File: config.mk
export PLATFORM = sky130hd
export DESIGN_NAME = pc_redirect_ctrl
export DESIGN_NICKNAME = d
export VERILOG_FILES = /design/src/rtl/pc_redirect_ctrl_pkg.sv /design/src/rtl/pc_redirect_ctrl_arbiter.sv /design/src/rtl/pc_redirect_ctrl.sv
export SDC_FILE = /design/constraint.sdc
export NUM_CORES = 1
export LEC_CHECK = 0
export ABC_AREA = 1
export CELL_PAD_IN_SITES_DETAIL_PLACEMENT = 0
export CELL_PAD_IN_SITES_GLOBAL_PLACEMENT = 1
export CORE_ASPECT_RATIO = 1.75
export CORE_MARGIN = 4
export CORE_UTILIZATION = 31
export CTS_CLUSTER_SIZE = 14
export DETAILED_ROUTE_END_ITERATION = 10
export GPL_TIMING_DRIVEN = 0
export PLACE_DENSITY_LB_ADDON = 0.1
export SYNTH_ARGS = -nofsm -noshare
export SYNTH_HDL_FRONTEND = slang
export SYNTH_SLANG_ARGS = --single-unit
File: constraint.sdc
create_clock -name clk -period 2.6 [get_ports clk]
set_clock_uncertainty 0.15 [all_clocks]
set_input_delay 0.26 -clock clk [delete_from_list [all_inputs] [get_ports clk]]
set_output_delay 0.26 -clock clk [all_outputs]
set_load 0.05 [all_outputs]
File: src/rtl/pc_redirect_ctrl_pkg.sv
// ---------------------------------------------------------------------------
// pipeline_types
//   Shared types for the fetch-PC redirect controller.
//   - redirect_class_t : source of a redirect, ordered by priority
//   - redirect_t       : one pending redirect entry
//   - ctrl_state_t     : RUN / IDLE_WAIT / IDLE sequencing state
//   - RDR_KILL_CYCLES  : default length of the post-flush fetch kill window
//   - RDR_TARGET_W     : container width for targets. Every instance narrows
//                        it to its own PC_WIDTH, which must not exceed this.
// ---------------------------------------------------------------------------
package pipeline_types;

    localparam int RDR_KILL_CYCLES = 2;
    localparam int RDR_TARGET_W    = 64;

    typedef enum logic [1:0] {
        RDR_NONE = 2'd0,
        RDR_BR   = 2'd1,
        RDR_ERTN = 2'd2,
        RDR_EXC  = 2'd3
    } redirect_class_t;

    typedef struct packed {
        logic                    valid;
        redirect_class_t         cls;
        logic [RDR_TARGET_W-1:0] target;
        logic                    is_int;
    } redirect_t;

    typedef enum logic [1:0] {
        RUN       = 2'd0,
        IDLE_WAIT = 2'd1,
        IDLE      = 2'd2
    } ctrl_state_t;

    localparam redirect_t RDR_EMPTY = '{
        valid:  1'b0,
        cls:    RDR_NONE,
        target: '0,
        is_int: 1'b0
    };

    // is_int only carries meaning for exceptions; it is forced low otherwise.
    function automatic redirect_t make_redirect(
        input redirect_class_t         cls,
        input logic [RDR_TARGET_W-1:0] target,
        input logic                    is_int
    );
        redirect_t r;
        r.valid  = 1'b1;
        r.cls    = cls;
        r.target = target;
        r.is_int = (cls == RDR_EXC) ? is_int : 1'b0;
        return r;
    endfunction

endpackage

File: src/rtl/pc_redirect_ctrl_arbiter.sv
// ---------------------------------------------------------------------------
// redirect_arbiter
//   Combinational. Merges this cycle's redirect requests into the current
//   pending entry and returns the next pending entry.
//   Ports:
//     exc_valid/exc_target/exc_is_int : exception / interrupt request
//     ertn_valid/ertn_target          : ertn request
//     br_valid/br_target              : branch mispredict request
//     cur                             : pending entry to merge into (already
//                                       emptied by the caller if it is being
//                                       consumed this cycle)
//     nxt                             : resulting pending entry
// ---------------------------------------------------------------------------
module redirect_arbiter
    import pipeline_types::*;
(
    input  logic                    exc_valid,
    input  logic [RDR_TARGET_W-1:0] exc_target,
    input  logic                    exc_is_int,
    input  logic                    ertn_valid,
    input  logic [RDR_TARGET_W-1:0] ertn_target,
    input  logic                    br_valid,
    input  logic [RDR_TARGET_W-1:0] br_target,
    input  redirect_t               cur,
    output redirect_t               nxt
);

    // Only the highest-priority request is considered. A lower one can never
    // succeed where a higher one was refused, so the if-chain is exact.
    always_comb begin
        // NOTE: nxt gets a full default first so no path through the if-chain
        // leaves it unassigned; that is what keeps this block free of latches.
        nxt = cur;
        if (exc_valid) begin
            // Exceptions overwrite anything, including an older exception.
            nxt = make_redirect(RDR_EXC, exc_target, exc_is_int);
        end else if (ertn_valid) begin
            if (!cur.valid || cur.cls == RDR_BR) begin
                nxt = make_redirect(RDR_ERTN, ertn_target, 1'b0);
            end
        end else if (br_valid) begin
            if (!cur.valid) begin
                nxt = make_redirect(RDR_BR, br_target, 1'b0);
            end
        end
    end

endmodule

File: src/rtl/pc_redirect_ctrl.sv
// ---------------------------------------------------------------------------
// pc_redirect_ctrl
//   Sequences the fetch PC register: arbitrates redirect requests, holds the
//   winner until the PC register takes it, handles IDLE and the kill window
//   for fetches that were in flight when a redirect was taken.
//   Ports:
//     clk, rst_n                     : clock, async active-low reset
//     exc_valid/exc_target/exc_is_int: exception / interrupt redirect pulse
//     ertn_valid/ertn_target         : ertn redirect pulse
//     br_valid/br_target             : branch mispredict redirect pulse
//     idle_req                       : IDLE instruction committed
//     backend_pause, icache_stall    : stall sources
//     pc_flush/pc_pause/pc_new_pc/pc_is_interrupt : PC register controls
//     fetch_kill                     : drop fetch results this cycle
//     idle_active                    : core is sitting in IDLE
//   Parameters:
//     KILL_CYCLES : kill window length after a consumed redirect (1..7)
//     PC_WIDTH    : width of PC/target buses (at most RDR_TARGET_W)
// ---------------------------------------------------------------------------
module pc_redirect_ctrl
    import pipeline_types::*;
#(
    parameter int KILL_CYCLES = RDR_KILL_CYCLES,
    parameter int PC_WIDTH    = 32
) (
    input  logic                clk,
    input  logic                rst_n,
    input  logic                exc_valid,
    input  logic [PC_WIDTH-1:0] exc_target,
    input  logic                exc_is_int,
    input  logic                ertn_valid,
    input  logic [PC_WIDTH-1:0] ertn_target,
    input  logic                br_valid,
    input  logic [PC_WIDTH-1:0] br_target,
    input  logic                idle_req,
    input  logic                backend_pause,
    input  logic                icache_stall,
    output logic                pc_flush,
    output logic                pc_pause,
    output logic [PC_WIDTH-1:0] pc_new_pc,
    output logic                pc_is_interrupt,
    output logic                fetch_kill,
    output logic                idle_active
);

    localparam int CNT_W = 3;

    redirect_t               pending_q, pending_d, arb_base;
    ctrl_state_t             state_q, state_d;
    logic [CNT_W-1:0]        kill_q, kill_d;
    logic                    idle_active_q, idle_active_d;
    logic                    in_idle;
    logic                    consume;
    logic [RDR_TARGET_W-1:0] exc_tgt_ext, ertn_tgt_ext, br_tgt_ext;
    logic                    unused_target_bits;

    // Targets travel in the package-wide container; upper bits stay zero.
    always_comb begin
        exc_tgt_ext                 = '0;
        ertn_tgt_ext                = '0;
        br_tgt_ext                  = '0;
        exc_tgt_ext[PC_WIDTH-1:0]   = exc_target;
        ertn_tgt_ext[PC_WIDTH-1:0]  = ertn_target;
        br_tgt_ext[PC_WIDTH-1:0]    = br_target;
    end

    assign in_idle  = (state_q == IDLE);
    assign pc_pause = backend_pause | icache_stall | in_idle;
    assign consume  = pending_q.valid & ~pc_pause;

    // A request arriving in the consuming cycle merges into an empty entry,
    // which is what allows back-to-back flushes.
    assign arb_base = consume ? RDR_EMPTY : pending_q;

    // In IDLE only an exception may wake the core; ertn and branch requests
    // are squashed before they reach the arbiter.
    redirect_arbiter u_arbiter (
        .exc_valid   (exc_valid),
        .exc_target  (exc_tgt_ext),
        .exc_is_int  (exc_is_int),
        .ertn_valid  (ertn_valid & ~in_idle),
        .ertn_target (ertn_tgt_ext),
        .br_valid    (br_valid & ~in_idle),
        .br_target   (br_tgt_ext),
        .cur         (arb_base),
        .nxt         (pending_d)
    );

    always_comb begin
        state_d = state_q;
        unique case (state_q)
            // An exception in the same cycle wins over IDLE; the idle is lost.
            RUN:       if (idle_req && !exc_valid) state_d = IDLE_WAIT;
            // Looking at the next entry guarantees IDLE is entered with
            // nothing pending, since IDLE forces pause and could never drain.
            IDLE_WAIT: if (!pending_d.valid)       state_d = IDLE;
            IDLE:      if (exc_valid)              state_d = RUN;
            default:                               state_d = RUN;
        endcase
    end

    assign idle_active_d = (state_d == IDLE);

    // Reload, never accumulate, on each consumption.
    always_comb begin
        if (consume) begin
            kill_d = CNT_W'(KILL_CYCLES);
        end else if (kill_q != '0) begin
            kill_d = kill_q - 3'd1;
        end else begin
            kill_d = '0;
        end
    end

    always_ff @(posedge clk or negedge rst_n) begin
        if (!rst_n) begin
            pending_q     <= RDR_EMPTY;
            state_q       <= RUN;
            kill_q        <= '0;
            idle_active_q <= 1'b0;
        end else begin
            // NOTE: state is updated with non-blocking assignments so every
            // flop samples the pre-edge values regardless of statement order.
            pending_q     <= pending_d;
            state_q       <= state_d;
            kill_q        <= kill_d;
            idle_active_q <= idle_active_d;
        end
    end

    assign pc_flush        = pending_q.valid;
    assign pc_new_pc       = pending_q.target[PC_WIDTH-1:0];
    assign pc_is_interrupt = pending_q.is_int;
    assign fetch_kill      = (kill_q != '0) | pending_q.valid;
    assign idle_active     = idle_active_q;

    // Container bits above PC_WIDTH are always zero and deliberately unread.
    assign unused_target_bits = ^pending_q.target;

endmodule

==> Word level (Yosys, flattened, before mapping) <==
Index checks and enable logic that the tools add are counted.
W data, S select, Z words.
{ "word_totals": {"ff_bits": 74, "wordCells": 38} }
{ "classes": {"add_sub_neg": 1, "eq_ne": 4, "n_mux": 12, "bitwise": 8, "reduce_logical": 6} }
{ "op_table": {"columns": ["operator", "n"], "rows": [
  ["$mux W68", 5],
  ["$mux W67", 1],
  ["$mux W2", 3],
  ["$mux W3", 2],
  ["$pmux W2 S3", 1],
  ["$eq A2 B1 Y1 const B", 2],
  ["$eq A2 B2 Y1 const B", 2],
  ["$and A1 B1 Y1", 3],
  ["$or A1 B1 Y1", 3],
  ["$reduce_bool A3 Y1", 1],
  ["$sub A3 B1 Y3 const B", 1],
  ["$logic_not A1 Y1", 2],
  ["$logic_not A2 Y1", 1],
  ["$not A1 Y1", 2],
  ["$logic_and A1 B1 Y1", 1],
  ["$logic_or A1 B1 Y1", 1]
]} }

==> Depth between registers and ports, before layout <==
{ "depth": {"ltp_word": 13, "ltp_mapped": 11, "ltp_nobuf": 10} }

==> Hierarchy <==
Synthesis repeated with hierarchy kept, for this count alone.
{ "unflattened": {"cells_unflattened": 1210, "area_unflattened_um2": 6759.0} }
{ "modules_own_cells": {"columns": ["mod", "instances", "cells_each", "area_per_inst_um2", "seq_area_each_um2"], "rows": [
  ["redirect_arbiter", 1, 927, 3908.7, 0.0],
  ["pc_redirect_ctrl", 1, 283, 2850.2, 1851.8]
]} }

==> Least setup slack after synthesis <==
OpenSTA, ideal clock, no wires.
{ "synth_timing": {"path_type": "flip-flop to output port", "startpoint": "register pending_q, in the netlist pc_flush", "endpoint": "output port fetch_kill", "t_arrival_ns": 1.590, "required_ns": 2.190, "slack_ns": 0.600, "path_stages_with_launch": 5, "path_buffers": 2, "cell_sequence": "dfrtp_1 > buf_4 > clkbuf_1 > inv_1 > nand2_1"} }
{ "synth_via": {"elab_chain_cells": 1} }
{ "synth_rtl": {"columns": ["item", "line_no", "text"], "rows": [
  ["start: declaration", "pc_redirect_ctrl.sv:48", "redirect_t pending_q, pending_d, arb_base;"],
  ["start signal: assignment", "pc_redirect_ctrl.sv:124", "pending_q <= pending_d;"],
  ["$or A1 B1 Y1", "pc_redirect_ctrl.sv:134", "assign fetch_kill = (kill_q != '0) | pending_q.valid;"],
  ["end: declaration", "pc_redirect_ctrl.sv:42", "output logic fetch_kill,"]
]} }
No other way between the ends.

==> Final worst setup path <==
{ "layout_timing": {"startpoint": "register state_q[0]", "endpoint": "output port pc_pause"} }
{ "layout_via": {"elab_chain_cells": 2} }
{ "layout_rtl": {"columns": ["item", "line_no", "text"], "rows": [
  ["start: declaration", "pc_redirect_ctrl.sv:49", "ctrl_state_t state_q, state_d;"],
  ["start signal: assignment", "pc_redirect_ctrl.sv:125", "state_q <= state_d;"],
  ["$eq A2 B2 Y1", "pc_redirect_ctrl.sv:67", "assign in_idle = (state_q == IDLE);"],
  ["$or A1 B1 Y1", "pc_redirect_ctrl.sv:68", "assign pc_pause = backend_pause | icache_stall | in_idle;"],
  ["end: declaration", "pc_redirect_ctrl.sv:39", "output logic pc_pause,"]
]} }
No other way between the ends.

==> impl_results.md <==
* 1st-pass router iterations at 5
* Largest net degree at the start of global routing at 33
* Hold Path Class: in -> async
* Crit path launch: state_q[0]
* WL/cell at 15.4 um
* Max_cap viols at 0
* Drt total wl at 12200 um
* Final Hold Fails at 0
* DIE AREA at 0.0123 sq mm
* Worst Setup End Kind: output pin
* CTS buffer count at 5
* Final setup vio count at 0
* Skew-Pair Late Insertion Delay at 290 ps
* # Post-CTS Setup Buffers at 0
* Worst Path Required at 2190 ps
* Nets@finish at 776
* Antenna cells at 0
* Post-layout min period at 2530 ps
* # port buffers at 141
* CP arrival at 2120 ps
* Post-Route Setup TNS at 0 ps
* Leakage power at 2.56 nW
* Commonest cells post-synth: 163 x nand2_1, 79 x nand3_1, 65 x inv_1, 46 x nor2_1, 42 x dfrtp_1
* Mapped Nets at 627
* DRT iter0 DRCs at 195
* Number of synthesized register bits at 42
* # DRC at 0
* Asr flop ratio synth at 1.00
* Post-synth EDFFs at 0
* Final Util at 0.485
* Pwr/cell area at 640 mW/mm^2
* Sink Count at 42
* Relative slew slack at 0.632
* Max rail drop VDD at 0.000348 V
* Met2 usage at 0.366
* Most used routing layer: met2
* Initial antenna violation count at 0
* Met1 Use GR at 0.216
* Grt total ovfl at 0
* Max Slew Vio Count at 0
* Period Utilization, post-route at 0.975
* Cell taking the most area after synthesis: dfrtp_1
* CTS clock-pin slew for the worst setup and hold paths at 60 ps
* Sequential share of the synthesized area at 0.322
* Routed Antenna Nets at 0
* Post-synthesis cell area at 0.00327 sq mm
* CP max FO at 10
* Post-synth top area share at 0.322
* Yosys warnings at 0
* Unrepaired setup endpoints after global routing: false
* Htree depth at 2
* Die width at 85.6 um
* Initial Utilization at 0.317
* Vias per std cell at 4.76
* Post-CTS resize count at 0
* Gp weighted congestion at 0.839
* Yosys cell types at 20
* Vias in the first global route at 3784
* Status: complete, no violations
* Die height at 144 um
* Primary FF master, synth: dfrtp_1
* Core outline area at 0.0103 sq mm
* R2r startpoint: pc_flush
* Global Route Usage Sum at 0.194
* Highest Clock Rate at 395 MHz
* Most frequent cell after synthesis: nand2_1
* DP Area at 0.00485 sq mm
* Final HPWL DP at 9210 um
* Least-Margin Pin Slew at 552 ps
* Num ports at 142
* Top cells by area, synth: dfrtp_1 32%, nand2_1 19%, nand3_1 12%, buf_4 8.5%, inv_1 7.5%
* Root Driver: clkbuf_16
* Area grow syn2layout at 52.9%
* Vias post-DR at 3793
* First-pass GRT wire length at 18800 um
* Synth Instances at 522
* Clk buf depth at 2
* CP Launch Type: register
* Post-Place Worst Slack at 109 ps
* M3 GR Usage at 0.0367
* Worst Path Class, Setup: reg -> out
* Share of cells above drive strength 1 at 0.106
* Final WS setup at 65.3 ps
* Row count at 49
* CTS tree: built
* Fin area at 0.00500 sq mm
* Avg Cell Area, Syn at 6.26 sq um
## layout by cell type (no fill, tap or decap), types with 8 or more instances in the layout
cell type,n
o21ai_0,14
buf_4,37
nand4_1,26
nand2_1,163
inv_1,65
nor2_1,46
clkbuf_1,8
dfrtp_1,42
nand3_1,79
buf_2,16
clkdlybuf4s50_1,140
## metrics by stage
stage	std cells	hold WS, ps	power, mW
floorplan	522	-186	2.00
global placement	790	331	2.56
detailed placement	791	24.6	2.58
CTS	797	258	3.23
global route	797	291	3.40
finish	797	246	3.20
## flip-flops by register name, indices dropped and copies added (netlist names)
name and cells:
kill_q 3, pc_new_pc 32, pending_q 2, state_q 2, pc_is_interrupt 1, idle_active 1, pc_flush 1
## where the power goes
part	internal, mW	switching, mW	leakage, nW
combinational	0.690	0.991	1.99
clock	0.372	0.259	0.0688
sequential	0.784	0.103	0.497
## routing by layer
layer | wire length [um] | up-vias
met1 | 4750 | 1739
met5 | 0 | -
met4 | 199 | 0
met3 | 797 | 14
met2 | 6500 | 139
li1 | - | 1901
## critical path, stage by stage (launching register included)
cell             delay [ps]
dfrtp_1                 390
inv_2                    80
nand2_2                  80
nand2_4                 140
buf_2                   280
clkdlybuf4s50_1         860
## cell families after synthesis
kind of cell	count (synthesis)	synth area share
buf+inv	133	0.206
flops	42	0.322
compound gates	26	0.0452
simple gates	321	0.428
## final cells by class
type                            count  area (sq um)
Buffer                             63           409
Clock buffer                        6           139
Fill cell                        1090          5300
Inverter                           69           259
Multi-Input combinational cell    347          1550
Sequential cell                    42          1050
Tap cell                          127           159
Timing Repair Buffer              143          1440
## worst paths after layout
path | end | slack [ps] | cells past startpoint
max in group asynchronous | pc_new_pc[4] | 1570 | 3
setup reg to reg | pc_new_pc[5] | 700 | 7
setup / recovery | pc_pause | 70 | 5
hold / removal | pc_is_interrupt | 250 | 2
min in group clk | pc_new_pc[28] | 360 | 3
hold reg to reg | pending_q[66] | 360 | 2
## repair_timing
item	in CTS	in global routing
endpoints found under the setup margin	1	0
hold endpoints to repair	10	0
hold buffers	1	0
No activity file was read; power rests on OpenSTA's default activity.
